--- config.mk ---
export PLATFORM = sky130hd
export DESIGN_NAME = seg7_blink_scan
export DESIGN_NICKNAME = d
export VERILOG_FILES = /design/src/rtl/seg7_blink_scan.sv
export SDC_FILE = /design/constraint.sdc
export NUM_CORES = 1
export LEC_CHECK = 0
export CAP_MARGIN = 20
export CORE_MARGIN = 2
export CORE_UTILIZATION = 53
export CTS_CLUSTER_SIZE = 25
export DETAILED_ROUTE_END_ITERATION = 16
export PLACE_DENSITY = 0.88
export SYNTH_ARGS = -nofsm -noshare
export SYNTH_HDL_FRONTEND = slang
export SYNTH_SLANG_ARGS = --single-unit
--- constraint.sdc ---
create_clock -name clk -period 3.3 [get_ports clk]
set_input_delay 0.825 -clock clk [delete_from_list [all_inputs] [get_ports clk]]
set_output_delay 0.825 -clock clk [all_outputs]
set_load 0.005 [all_outputs]
--- src/rtl/seg7_blink_scan.sv ---
// Time-multiplexed driver for an 8-digit common-anode 7-segment display.
// Per-digit blink mask, live decimal points, one dead cycle per slot, per-frame data latch.
module seg7_blink_scan #(
  parameter int SCAN_DIV    = 100000,
  parameter int BLINK_TICKS = 400
) (
  input  logic        clk,
  input  logic        rst,
  input  logic [31:0] disp_data,
  input  logic [7:0]  blink,
  input  logic [7:0]  dp_en,
  input  logic        en,
  output logic [7:0]  AN,
  output logic [7:0]  SEG
);

  localparam int SW = (SCAN_DIV > 1) ? $clog2(SCAN_DIV) : 1;
  localparam int BW = (BLINK_TICKS > 1) ? $clog2(BLINK_TICKS) : 1;
  localparam logic [SW-1:0] SCAN_LAST = SW'(SCAN_DIV - 1);
  localparam logic [BW-1:0] BL_LAST   = BW'(BLINK_TICKS - 1);

  logic [SW-1:0] scan_cnt_q, scan_cnt_d;
  logic [2:0]    dig_q, dig_d;
  logic [BW-1:0] bl_cnt_q, bl_cnt_d;
  logic          phase_q, phase_d;
  logic [31:0]   frame_q, frame_d;
  logic [7:0]    an_q, an_d;
  logic [7:0]    seg_q, seg_d;
  logic          tick;
  logic [4:0]    nib_base;
  logic [3:0]    nib;

  function automatic logic [6:0] hex7(input logic [3:0] n);
    logic [6:0] s;
    case (n)
      4'h0: s = 7'h40;  4'h1: s = 7'h79;  4'h2: s = 7'h24;  4'h3: s = 7'h30;
      4'h4: s = 7'h19;  4'h5: s = 7'h12;  4'h6: s = 7'h02;  4'h7: s = 7'h78;
      4'h8: s = 7'h00;  4'h9: s = 7'h10;  4'hA: s = 7'h08;  4'hB: s = 7'h03;
      4'hC: s = 7'h46;  4'hD: s = 7'h21;  4'hE: s = 7'h06;  default: s = 7'h0E;
    endcase
    return s;
  endfunction

  always_comb begin
    tick       = (scan_cnt_q == SCAN_LAST);
    nib_base   = {dig_q, 2'b00};
    nib        = frame_q[nib_base +: 4];
    scan_cnt_d = scan_cnt_q;
    dig_d      = dig_q;
    bl_cnt_d   = bl_cnt_q;
    phase_d    = phase_q;
    frame_d    = frame_q;
    an_d       = 8'hFF;
    seg_d      = 8'hFF;
    if (tick) begin
      // Dead cycle: anodes and segments off while the digit index advances.
      scan_cnt_d = '0;
      dig_d      = dig_q + 3'd1;
      if (bl_cnt_q == BL_LAST) begin
        bl_cnt_d = '0;
        phase_d  = ~phase_q;
      end else begin
        bl_cnt_d = bl_cnt_q + 1'b1;
      end
      if (dig_q == 3'd7) frame_d = disp_data;
    end else begin
      scan_cnt_d = scan_cnt_q + 1'b1;
      an_d       = en ? ~(8'b1 << dig_q) : 8'hFF;
      seg_d      = (blink[dig_q] && phase_q) ? 8'hFF : {~dp_en[dig_q], hex7(nib)};
    end
  end

  always_ff @(posedge clk or posedge rst) begin
    if (rst) begin
      scan_cnt_q <= '0;
      dig_q      <= 3'd0;
      bl_cnt_q   <= '0;
      phase_q    <= 1'b0;
      frame_q    <= 32'h0;
      an_q       <= 8'hFF;
      seg_q      <= 8'hFF;
    end else begin
      scan_cnt_q <= scan_cnt_d;
      dig_q      <= dig_d;
      bl_cnt_q   <= bl_cnt_d;
      phase_q    <= phase_d;
      frame_q    <= frame_d;
      an_q       <= an_d;
      seg_q      <= seg_d;
    end
  end

  assign AN  = an_q;
  assign SEG = seg_q;

endmodule

# After elaboration in Yosys (flattened, before gate mapping)
# Memory sizes are Yosys's and may differ from the RTL's.
# Cells that the tools add are included.
op_classes:
  addsub: 3
  order_cmp: 1
  n_eq_ne: 3
  n_shift: 2
  n_mux: 10
  bitwise_logic: 3
  n_reduce_logical: 3
ops:
  columns: ["cell", "count"]
  rows:
  - ["$mux 8", 4]
  - ["$shiftx 32x6->4", 1]
  - ["$add 17x1->17 const B", 1]
  - ["$eq 17x17->1 const B", 1]
  - ["$mux 17", 1]
  - ["$add 9x1->9 const B", 1]
  - ["$eq 9x9->1 const B", 1]
  - ["$mux 9", 1]
  - ["$not 8->8", 1]
  - ["$shl 1x3->8 const A", 1]
  - ["$bmux 1 s3", 2]
  - ["$lt 3x4->1 const B", 1]
  - ["$reduce_and 2->1", 2]
  - ["$add 3x1->3 const B", 1]
  - ["$eq 3x3->1 const B", 1]
  - ["$mux 1", 2]
  - ["$not 1->1", 2]
  - ["$logic_and 1x1->1", 1]
word_totals:
  ff_bits: 78
  rom_bits: 112
  in_bits: 51
  output_inout_bits: 16
  elab_cells: 33
  n_memories: 1
mem_list:
  columns: ["name", "words", "word_bits", "rd", "rd_clocked_by_memory_dff", "wr", "line_no", "rtl"]
  rows:
  - ["(no name shown)", 16, 7, 1, 0, 0, "35", "case (n)"]

# Depth between registers and ports, before layout
logic_depth:
  depth_word: 5
  ltp_mapped: 10
  depth_no_buf: 9

# Worst setup path before layout
# No wires, ideal clock.
synth_timing:
  path_kind: "register -> register"
  from: "register dig_q[0]"
  to: "register seg_q[3], in the netlist SEG[3]"
  setup_time_ns: 0.106
  arrival_ns: 2.121
  required_ns: 3.194
  setup_slack_ns: 1.073
  path_stages_with_launch: 11
  n_path_buf: 1
  period_less_slack_ns: 2.227
  path_cell_list: "dfrtp_1 buf_6 mux4_2 nand2_1 and2_1 inv_1 ha_1 inv_1 nor2_1 a211oi_1 o21ai_0"
synth_via:
  elab_chain_cells: 5
  word_cells_on_any_way: 7
  classes_between: "shift: 1; mux: 4; reduce/logical: 1; memory: 1"
synth_lines:
  columns: ["item", "line_no", "rtl"]
  rows:
  - ["start: declaration", "23", "logic [2:0] dig_q, dig_d;"]
  - ["start signal: assignment", "84", "dig_q <= dig_d;"]
  - ["parallel branches: the longest is 3 deep, another holds $mem_v2 16x7", null, null]
  - ["$mux 8 *", "69", "seg_d = (blink[dig_q] && phase_q) ? 8'hFF : {~dp_en[dig_q], hex7(nib)};"]
  - ["$mux 8 *", "55", "if (tick) begin"]
  - ["via seg_d[3]", "28", "logic [7:0] seg_q, seg_d;"]
  - ["end signal: assignment", "89", "seg_q <= seg_d;"]
  - ["end: declaration", "28", null]
# Mark *: on every way through the listed nets, which the timed path passes. The select of a mux whose other input is x is not followed.
# A chain may end at the register's enable or synchronous reset.

# Final worst setup path
# Ends and elaborated chain as after synthesis.

==> flow_summary_export.csv <==
group,metric,value,unit
cts,cts_buffer_depth,2,
die,start_util,0.5442,
cts,cts_setup_buffers,0,
global_routing,grt_first_pass_wirelength,13.67,mm
sta,fmax,0.3950,GHz
sta,tns,0,ps
synthesis,synthesis.nets,369,
synthesis,synth_top_family_by_area,"multiplexers",
finish,final_util,0.6755,
cts,clock_latency,350,ps
place,gp_congestion,0.8010,
synthesis,synth_top_cell_by_area,"dfrtp_1",
power,ir_drop,0.2501,mV
die,die_height,90.07,µm
sta,min_period,2532,ps
synthesis,async_flop_share,1.000,
place,io_buffers,66,
route,drc,0,
sta,rsz0062_at_grt,"false",
power,p_leak,2.151,nW
sta,hold_violations,0,
critical_path,cp.arrival,2790,ps
synthesis,synth_commonest_cells,"62 x dfrtp_1, 31 x mux2_4, 27 x nand2_1, 16 x dfstp_2",
die,die_width,90.07,µm
die,io_pins,67,
global_routing,grt_pass1_vias,2785,
route,viasPerCell,5.484,
finish,drive_gt1_frac,0.2460,
cts,cts_tree,"yes",
finish,diodes,0,
synthesis,seq_area_frac_synth,0.5022,
power,internal_power,1.453,mW
synthesis,yosysMostFrequentCell,"dfrtp_1",
route,num_vias,2616,
synthesis,synthSimpleGateAreaFrac,0.1233,
die,coreArea,7214,µm²
sta,period_share,0.7672,
critical_path,crit_path_start_kind,"register",
sta,max-slew-margin-rel,0.4401,
cts,htreeDepth,3,
critical_path,path_class,"reg2reg",
sta,setup_viol,0,
finish,final_nets,438,
power,clkPwrFrac,0.367,
synthesis,ys_warn_count,0,
job,cap_violations,0,
sta,worst_slack,768.3,ps
synthesis,muxShareOfSynthArea,0.2081,
route,final_antenna_net_count,0,
die,row_count,31,
power,power_density,385.6,nW/µm²
global_routing,overflow,0,
synthesis,synthFlopType,"dfrtp_1",
route,totalWireLength,8.210,mm
synthesis,synth_fa_ha_area_frac,0.04461,
finish,area_delta_synth_final,24.12,%
global_routing,grt_util_all_layers,0.2171,
place,dp_hpwl,5.976,mm
global_routing,grt_max_degree,54,
synthesis,synth_edf_count,0,
synthesis,syn_area,3926,µm²
synthesis,avgSynthCellArea,12.92,µm²
synthesis,synthTopCellsByArea,"dfrtp_1 40%, mux2_4 12%, dfstp_2 11%, mux4_2 6.9%, ha_1 4.5%",
power,sequentialPowerShare,0.535,
critical_path,worstPathRequired,3550,ps
synthesis,synth_compound_area_frac,0.05354,
cts,hold_buffers,0,
synthesis,synth_cells,304,
place,place_area,4684,µm²
synthesis,ys_seq_elements,78,
die,dieArea,8113,µm²
finish,final_design_area_no_fill,4873,µm²
power,switching_power,426.5,µW
route,dr.pass1.iters,6,
cts,cts.clk_slew.worst_paths,80,ps
critical_path,worst_setup_path_end_kind,"register",
min_path,hold_class,"reg2reg",
cts,clock-sinks,78,
outcome,outcome,"finished clean",
cts,cts-root-buf,"clkbuf_8",
cts,cts-resized-gates,0,
place,pre_cts_ws,614.8,ps
sta,skew,6.146,ps
power,netSwitchingFraction,0.2270,
route,wl_per_cell,17.21,µm
cts,cts_buffers,9,
critical_path,crit_fanout,12,
sta,slew_viol_final,0,
power,combPwrFrac,0.098,
synthesis,synth_top_area_frac,0.3952,
synthesis,synthDistinctLibCells,48,
route,drtIter0Drc,66,
synthesis,yosys.area_share.xor_xnor,0.03792,
sta,worst_slew_pin_slew,833.5,ps
global_routing,antenna_found_initial,0,
metal layers:
layer / vias up / part of all wire / global-route usage
li1: 1222 / - / -
met1: 1305 / 0.42 / 0.2709
met2: 69 / 0.51 / 0.3659
met3: 20 / 0.030 / 0.03101
met4: 0 / 0.036 / 0.1192
met5: - / 0 / 0
power groups by stage:
stage                     Sequential, mW  Combinational, mW  Clock (mW)
after floorplan                     1.02             0.0850           0
after global placement              1.02              0.179           0
after detailed placement            1.02              0.184           0
after CTS                           1.00              0.185       0.706
after global routing                1.01              0.198       0.751
final                               1.00              0.184       0.690
state kept, by name, summed over array words and instances, names as in the netlist:
register and count:
bl_cnt_q 9, AN 8, dig_q 3, frame_q 32
scan_cnt_q 17, SEG 8, phase_q 1
critical path, cell delays in order, from the launching register on:
cell and delay [ps]:
dfrtp_1 420, buf_4 290, mux4_2 550, nand2_1 80
and2_1 280, inv_1 130, ha_1 250, inv_1 60
nor2_1 40, a211oi_1 210, o21ai_0 110
cells in the final DEF (no fill, tap or decap), drive strengths merged, types with 2 or more instances in the layout:
| master | Yosys | routed |
|---|---|---|
| mux2i | 2 | 2 |
| mux2 | 35 | 35 |
| clkinvlp | 0 | 2 |
| a21o | 4 | 4 |
| nor2b | 2 | 2 |
| dfstp | 16 | 16 |
| ha | 14 | 14 |
| nand3 | 15 | 15 |
| xnor2 | 12 | 12 |
| nor2 | 15 | 15 |
| clkdlybuf4s50 | 0 | 66 |
| o31ai | 2 | 2 |
| a21oi | 4 | 4 |
| or4 | 2 | 2 |
| mux4 | 12 | 12 |
| and3 | 5 | 5 |
| o21ai | 11 | 11 |
| dfrtp | 62 | 62 |
| nor4b | 2 | 2 |
| nand4 | 9 | 9 |
| clkbuf | 3 | 9 |
| or3 | 2 | 2 |
| clkinv | 0 | 4 |
| o211ai | 4 | 4 |
| nand2b | 3 | 3 |
| a211oi | 2 | 2 |
| inv | 10 | 10 |
| buf | 9 | 4 |
| nor3 | 3 | 3 |
| nand2 | 28 | 28 |
| xor2 | 5 | 5 |
worst paths after layout:
path	from	to	slack (ps)	cells past startpoint
min	bl_cnt_q[2]	bl_cnt_q[2]	490	1
max	dig_q[0]	SEG[3]	770	10
max reg2reg	dig_q[0]	SEG[3]	770	10
min in group asynchronous	rst	scan_cnt_q[3]	840	2
max in group asynchronous	rst	SEG[4]	1760	3
min reg2reg	bl_cnt_q[2]	bl_cnt_q[2]	490	1
metrics by stage:
step	instances	total power, mW	hold slack [ps]
after floorplan	304	1.104	445.2
after global placement	461	1.199	473.0
after detailed placement	461	1.206	477.7
after CTS	477	1.896	492.6
after global routing	477	1.957	512.8
final	477	1.879	494.6
area by class of cell:
class                   count  area (µm²)
clock buffers               9       123.9
repair buffers             70       715.7
clock inverters             7       65.06
inverters                  10       37.54
flip-flops and latches     78        1972
well taps                  99       123.9
fillers                   530        2341
multi-input cells         204        1836
kinds of logic after synthesis:
logic type | Yosys count
AO/OA/AOI/OAI | 32
XOR/XNOR | 17
adder cells (fa/ha/maj) | 14
buffers and inverters | 22
flip-flops | 78
multiplexers | 49
AND/OR/NAND/NOR | 92
Power figures use the tool's default switching activity.
